[config.mk]
export PLATFORM = sky130hd
export DESIGN_NAME = pila_retorno
export DESIGN_NICKNAME = d
export VERILOG_FILES = /design/src/rtl/pila_retorno_pkg.sv /design/src/rtl/pila_retorno.sv
export SDC_FILE = /design/constraint.sdc
export NUM_CORES = 1
export LEC_CHECK = 0
export CAP_MARGIN = 20
export CORE_ASPECT_RATIO = 0.5
export CORE_UTILIZATION = 45
export DETAILED_ROUTE_END_ITERATION = 16
export DONT_BUFFER_PORTS = 1
export SYNTH_ARGS = -nofsm -noshare
export SYNTH_HDL_FRONTEND = slang
export SYNTH_SLANG_ARGS = --single-unit
[constraint.sdc]
create_clock -name clk -period 3.8 [get_ports clk]
set_input_delay 0.76 -clock clk [delete_from_list [all_inputs] [get_ports clk]]
set_output_delay 0.76 -clock clk [all_outputs]
set_load 0.005 [all_outputs]
[src/rtl/pila_retorno_pkg.sv]
// Shared constants for the return-address stack and the PC datapath.
package pila_retorno_pkg;
   localparam int PC_AW       = 10;  // PC and program-memory address width
   localparam int STACK_DEPTH = 8;   // default number of stack entries
   localparam int RET_INC     = 1;   // return-address increment, shared with the PC adder
endpackage

[src/rtl/pila_retorno.sv]
// Return-address stack (LIFO) feeding the PC source mux, with occupancy and sticky error flags.
// Define PILA_CIRCULAR_EN to make a push on full overwrite the oldest entry instead of dropping it.
module pila_retorno
   import pila_retorno_pkg::*;
#(
   parameter int AW    = PC_AW,
   parameter int DEPTH = STACK_DEPTH,
   parameter int PW    = 3
) (
   input  logic          clk,
   input  logic          reset,
   input  logic          popsignal,
   input  logic          pushsignal,
   input  logic [AW-1:0] push,
   output logic [AW-1:0] pop,
   output logic          vacia,
   output logic          llena,
   output logic [PW:0]   nivel,
   output logic          desbordamiento,
   output logic          subdesbordamiento
);

   logic [AW-1:0] mem_q [DEPTH];
   logic [PW-1:0] sp_q, sp_d;
   logic [PW:0]   nivel_q, nivel_d;
   logic          ovf_q, ovf_d;
   logic          udf_q, udf_d;

   logic          wr_en;
   logic [PW-1:0] wr_idx;
   logic [AW-1:0] wr_data;
   logic [PW-1:0] top_idx;
   logic          empty, full;

   // sp always points one past the top, so the top wraps naturally modulo DEPTH
   assign top_idx = sp_q - PW'(1);
   assign empty   = (nivel_q == '0);
   assign full    = (nivel_q == (PW+1)'(DEPTH));

   always_comb begin
      // NOTE: every signal gets a default first so no path leaves it unassigned (no latch).
      sp_d    = sp_q;
      nivel_d = nivel_q;
      ovf_d   = ovf_q;
      udf_d   = udf_q;
      wr_en   = 1'b0;
      wr_idx  = sp_q;
      wr_data = push + AW'(RET_INC);

      if (pushsignal && popsignal && !empty) begin
         // tail replacement: return then call reuses the top slot
         wr_en  = 1'b1;
         wr_idx = top_idx;
      end else if (pushsignal) begin
         if (!full) begin
            wr_en   = 1'b1;
            sp_d    = sp_q + PW'(1);
            nivel_d = nivel_q + (PW+1)'(1);
         end else begin
            ovf_d = 1'b1;
`ifdef PILA_CIRCULAR_EN
            wr_en = 1'b1;
            sp_d  = sp_q + PW'(1);
`endif
         end
      end else if (popsignal) begin
         if (!empty) begin
            sp_d    = top_idx;
            nivel_d = nivel_q - (PW+1)'(1);
         end else begin
            udf_d = 1'b1;
         end
      end
   end

   // NOTE: state flops use non-blocking assignments so all registers update together at the edge.
   always_ff @(posedge clk or posedge reset) begin
      if (reset) begin
         sp_q    <= '0;
         nivel_q <= '0;
         ovf_q   <= 1'b0;
         udf_q   <= 1'b0;
      end else begin
         sp_q    <= sp_d;
         nivel_q <= nivel_d;
         ovf_q   <= ovf_d;
         udf_q   <= udf_d;
      end
   end

   // NOTE: entry storage has no reset; nivel gates every read, so stale contents are never visible.
   always_ff @(posedge clk) begin
      if (wr_en && !reset) begin
         mem_q[wr_idx] <= wr_data;
      end
   end

   assign pop               = empty ? '0 : mem_q[top_idx];
   assign vacia             = empty;
   assign llena             = full;
   assign nivel             = nivel_q;
   assign desbordamiento    = ovf_q;
   assign subdesbordamiento = udf_q;

endmodule

## Yosys cells after proc, flatten, opt, wreduce, memory -nomap -nowiden

Memory sizes are Yosys's and may differ from the RTL's.
Cells that the tools add are included.

- Add/subtract/negate cells: 5
- Eq/ne operators: 3
- Muxes and demuxes: 15
- Bitwise gates (word level): 2
- Reduce and logical (&&, ||, !) cells: 10

Operators by type and width:

| cell | number |
|---|---|
| 4-bit 2-to-1 mux | 4 |
| 3-bit 2-to-1 mux | 5 |
| 10-bit by 1-bit adder with 10-bit output, second input constant | 1 |
| 10-bit 2-to-1 mux | 1 |
| 4-bit AND reduction | 2 |
| 1-bit 2-to-1 mux | 5 |
| 4-bit by 1-bit adder with 4-bit output, second input constant | 1 |
| 4-bit equality test, second input constant | 1 |
| 4-bit logical NOT | 1 |
| 2-bit inequality test, second input constant | 2 |
| 4-bit by 1-bit subtractor with 4-bit output, second input constant | 1 |
| 3-bit by 1-bit adder with 3-bit output, second input constant | 1 |
| 1-bit logical AND | 3 |
| 3-bit AND reduction | 1 |
| 3-bit by 1-bit subtractor with 3-bit output, second input constant | 1 |
| 1-bit logical NOT | 2 |
| 1-bit NOT | 2 |
| 2-bit nonzero test | 1 |

- Bits in registers: 9
- Memory bits (writable): 80
- Bits of input ports: 14
- Output and inout bits: 18
- Logic and storage cells: 40
- Memories kept: 1

Memory list:

| memory | depth | bits a word | read ports | clocked after Yosys merged registers in | write ports | line | text |
|---|---|---|---|---|---|---|---|
| mem_q | 8 | 10 | 1 | 0 | 1 | pila_retorno.sv:23 | `logic [AW-1:0] mem_q [DEPTH];` |

## Longest topological paths before layout

- Word-level depth: 7
- Depth in mapped cells: 9
- Gate-level depth less buffers: 6

## Worst setup path after synthesis

OpenSTA, ideal clock, no wires.

- Kind: reg-to-reg
- Start point: reg sp_q[0]
- End point: mem mem_q[2][0] (netlist bit) (enable)
- Setup time: 391 ps
- Arrival time: 2592 ps
- Required time: 3409 ps
- Setup slack: 817 ps
- Cell stages (with the launch flop): 8
- Buffers on the path: 3
- Period minus slack after synthesis: 2983 ps
- Path through: dfrtp_1 buf_4 buf_2 inv_2 ha_1 buf_2 or4_1 o21ai_0

- Longest elaborated chain between the ends: 2

Ends and longest elaborated chain:

| item | line | text |
|---|---|---|
| start, declared | pila_retorno.sv:24 | `logic [PW-1:0] sp_q, sp_d;` |
| start signal, assigned | pila_retorno.sv:84 | `sp_q <= sp_d;` |
| 3-bit by 1-bit subtractor with 3-bit output | pila_retorno.sv:36 | `assign top_idx = sp_q - PW'(1);` |
| 3-bit 2-to-1 mux * | pila_retorno.sv:50 | `if (pushsignal && popsignal && !empty) begin` |
| end, declared | pila_retorno.sv:23 |  |

Mark *: on every way between the ends. The rest lies on a longest branch, timed or not.

## Worst setup path after layout

- Start point: reg sp_q[1]
- End point: out pop[9]

- Longest elaborated chain between the ends: 3

Ends and longest elaborated chain:

| item | line | text |
|---|---|---|
| 3-bit by 1-bit subtractor with 3-bit output | pila_retorno.sv:36 |  |
| memory read 8 x 10 bit | n/a |  |
| 10-bit 2-to-1 mux | pila_retorno.sv:98 | `assign pop = empty ? '0 : mem_q[top_idx];` |
| end, declared | pila_retorno.sv:15 | `output logic [AW-1:0] pop,` |

No other way between the ends.

==> metrics.md <==
| Metric | Value |
|---|---|
| Top FF cell, synth | `edfxtp_1` |
| PwrDens | `785 nW/um^2` |
| Synthesized Nets | `255` |
| # diodes | `0` |
| Clock sinks | `89` |
| Synth Warn # | `0` |
| Status | `finished clean` |
| Syn Inst Count | `235` |
| Clock skew | `0.00721 ns` |
| Starting Density | `47.5%` |
| Static leakage | `0.00150 uW` |
| Vias per inst | `5.72` |
| DR pass1 iterations | `4` |
| WL final | `7.48 mm` |
| VDD IR max | `307 uV` |
| WS Path Type | `flop to output pin` |
| Required time worst endpoint | `3.04 ns` |
| CP endpoint kind | `output pin` |
| Slew Limit Fails | `0` |
| Crit share post-route | `81.6%` |
| Worst setup SP type | `flop` |
| CTS Root Buffer Type | `clkbuf_16` |
| Bufs on Longest Clock Path | `2` |
| Gr ovfl total | `0` |
| Top post-synthesis cells by area | `edfxtp_1, mux4_2, dfrtp_1` |
| Crit Reg-Reg Endpoint | `mem_q[6][8]$_DFFE_PP_` |
| Vias in the first global route | `2057` |
| Final Hold Fails | `0` |
| Cell row count | `23` |
| Cts hold-fix bufs | `0` |
| CTS tree | `built` |
| H-tree levels | `3` |
| Seq/Total Area, Yosys | `67.4%` |
| Setup violations, final | `0` |
| RSZ-0062 raised after global routing | `no` |
| Worst skew pair latency | `0.34 ns` |
| Inst Count DP | `349` |
| R2R Setup Slk | `1.19 ns` |
| Cts bufs inserted | `9` |
| Initial antenna violation count | `0` |
| Final nets | `268` |
| Wirelength per Cell | `20.5 microns` |
| Number of flops mapped to enable cells by yosys | `80` |
| Core area | `8200 sq um` |
| Largest net degree at the start of global routing | `29` |
| Tightest Hold Check Type | `primary input to asynchronous set/reset pin` |
| Die Span Y | `67.8 microns` |
| Global placer's final weighted congestion | `0.739` |
| List of most frequent post-synthesis cells | `edfxtp_1, nand2_1, mux4_2` |
| Postcts setup bufs | `0` |
| Full die area | `9060 sq um` |
| First-pass GRT wire length | `11.7 mm` |
| DRC violations left | `0` |
| Top cell type's share of synthesized area | `61.6%` |
| Number of distinct library cells after synthesis | `36` |
| Syn avg cell area | `16.6 sq um` |
| Register bit count reported by yosys | `89` |
| Post-layout min period | `3.10 ns` |
| Most frequent cell after synthesis | `edfxtp_1` |
| Final cell count without fillers | `365` |
| Slew HR | `52.9%` |
| Worst-path maximum fanout | `13` |
| # IOs | `32` |
| First DRT Iteration DRCs | `250` |
| Max Cap Viol | `0` |
| Post_cts resized | `0` |
| Synthesized area | `3900 sq um` |
| Layout cells sized above 1 | `22.1%` |
| Worst-Margin Slew | `0.702 ns` |
| Sum Neg Setup Slack | `0 ns` |
| Largest area contributor in the netlist | `edfxtp_1` |
| Worst R2R Start | `sp_q[0]$_DFFE_PP0P_` |
| CTS clock-pin slew for the worst setup and hold paths | `0.06 ns` |
| CP arrival | `2.34 ns` |
| Async SR Flop Fraction | `10.1%` |
| Total GRT Usage | `18.7%` |
| Port Buf Inserts | `0` |
| Die W | `134 microns` |
| HPWL after detailed placement | `4.73 mm` |
| Max Fclk | `0.323 GHz` |
| Antenna-violating nets left | `0` |
| Routed via count | `2087` |
| Area Overhead vs Synth | `12.0%` |
| Worst Reg-to-Reg Cells | `6` |
-- routing by layer --
metal | track usage, % | part of all wire, % | vias to the layer above
met5 | 0 | 0 | -
met4 | 7.10 | 1.9 | 0
met3 | 6.38 | 7.0 | 14
met2 | 28.2 | 46 | 60
met1 | 25.2 | 45 | 1075
li1 | - | - | 938
-- cells in the final DEF (no fill, tap or decap), types with 2 or more instances in the layout --
cell / Yosys / final
a21o_1: 2 / 2
a21oi_1: 11 / 11
and3_1: 4 / 4
buf_4: 2 / 13
clkbuf_16: 0 / 9
dfrtp_1: 9 / 9
edfxtp_1: 80 / 80
ha_1: 5 / 5
inv_1: 5 / 5
inv_6: 0 / 3
mux2_4: 2 / 2
mux2i_1: 4 / 4
mux4_2: 20 / 20
nand2_1: 21 / 21
nand3_1: 15 / 15
nor2_1: 3 / 3
nor3_1: 3 / 3
nor3b_1: 3 / 3
o21ai_1: 0 / 5
or4_1: 2 / 2
xnor2_1: 9 / 9
xor2_1: 6 / 6
-- worst max path at each step --
stage | start | end | slack, ns | depth (start not counted)
after CTS | sp_q[1]$_DFFE_PP0P_ | pop[9] | 0.68 | 6
final | sp_q[1]$_DFFE_PP0P_ | pop[9] | 0.70 | 6
after floorplan | sp_q[0]$_DFFE_PP0P_ | mem_q[2][0]$_DFFE_PP_ | 0.82 | 7
after global placement | sp_q[1]$_DFFE_PP0P_ | pop[9] | 1.08 | 6
after detailed placement | sp_q[1]$_DFFE_PP0P_ | pop[9] | 1.05 | 6
after global routing | sp_q[1]$_DFFE_PP0P_ | pop[5] | 0.54 | 6
-- critical path, stage by stage (launching register included) --
cell and delay (ns):
dfrtp_1 0.41, inv_1 0.09, ha_1 0.67, buf_4 0.33, mux4_2 0.21, nand2_1 0.05
a21oi_1 0.24
-- metrics by stage --
stage          hold WS [ns]  utilization, %  power (uW)  setup WS [ns]  area [sq um]
6_report              0.278            53.2        3430          0.701          4370
5_1_grt               0.293            53.2        3640          0.542          4370
4_1_cts               0.281            53.2        3470          0.684          4370
3_5_place_dp          0.482            49.9        2660           1.05          4090
3_3_place_gp          0.469            49.9        2630           1.08          4090
2_1_floorplan         0.451               -        2310          0.817          3900
-- sequential cells by signal, indices dropped and copies added (netlist names) --
register and cells:
mem_q 80, nivel 4, sp_q 3, desbordamiento 1, subdesbordamiento 1
-- cell families after synthesis --
| group | synth area share, % |
|---|---|
| buf+inv | 1.96 |
| xor+xnor | 3.37 |
| compound gates | 4.04 |
| mux | 13.6 |
| simple gates | 7.45 |
| flops | 67.4 |
| fa+ha+maj | 2.12 |
-- where the power goes --
| part | switching [uW] | leakage [uW] | internal [uW] | total (uW) |
|---|---|---|---|---|
| combinational | 707 | 0.000538 | 572 | 1280 |
| sequential | 113 | 0.000827 | 1220 | 1330 |
| clock | 367 | 0.000137 | 451 | 818 |
| total | 1190 | 0.00150 | 2240 | 3430 |
-- layout make-up --
| type | count | area, sq um |
|---|---|---|
| Inverter | 6 | 22.5 |
| Fill cell | 650 | 3840 |
| Timing Repair Buffer | 13 | 97.6 |
| Clock buffer | 10 | 229 |
| Multi-Input combinational cell | 129 | 1200 |
| Sequential cell | 89 | 2630 |
| Clock inverter | 6 | 46.3 |
| Tap cell | 112 | 140 |
No activity file was read; power rests on OpenSTA's default activity.
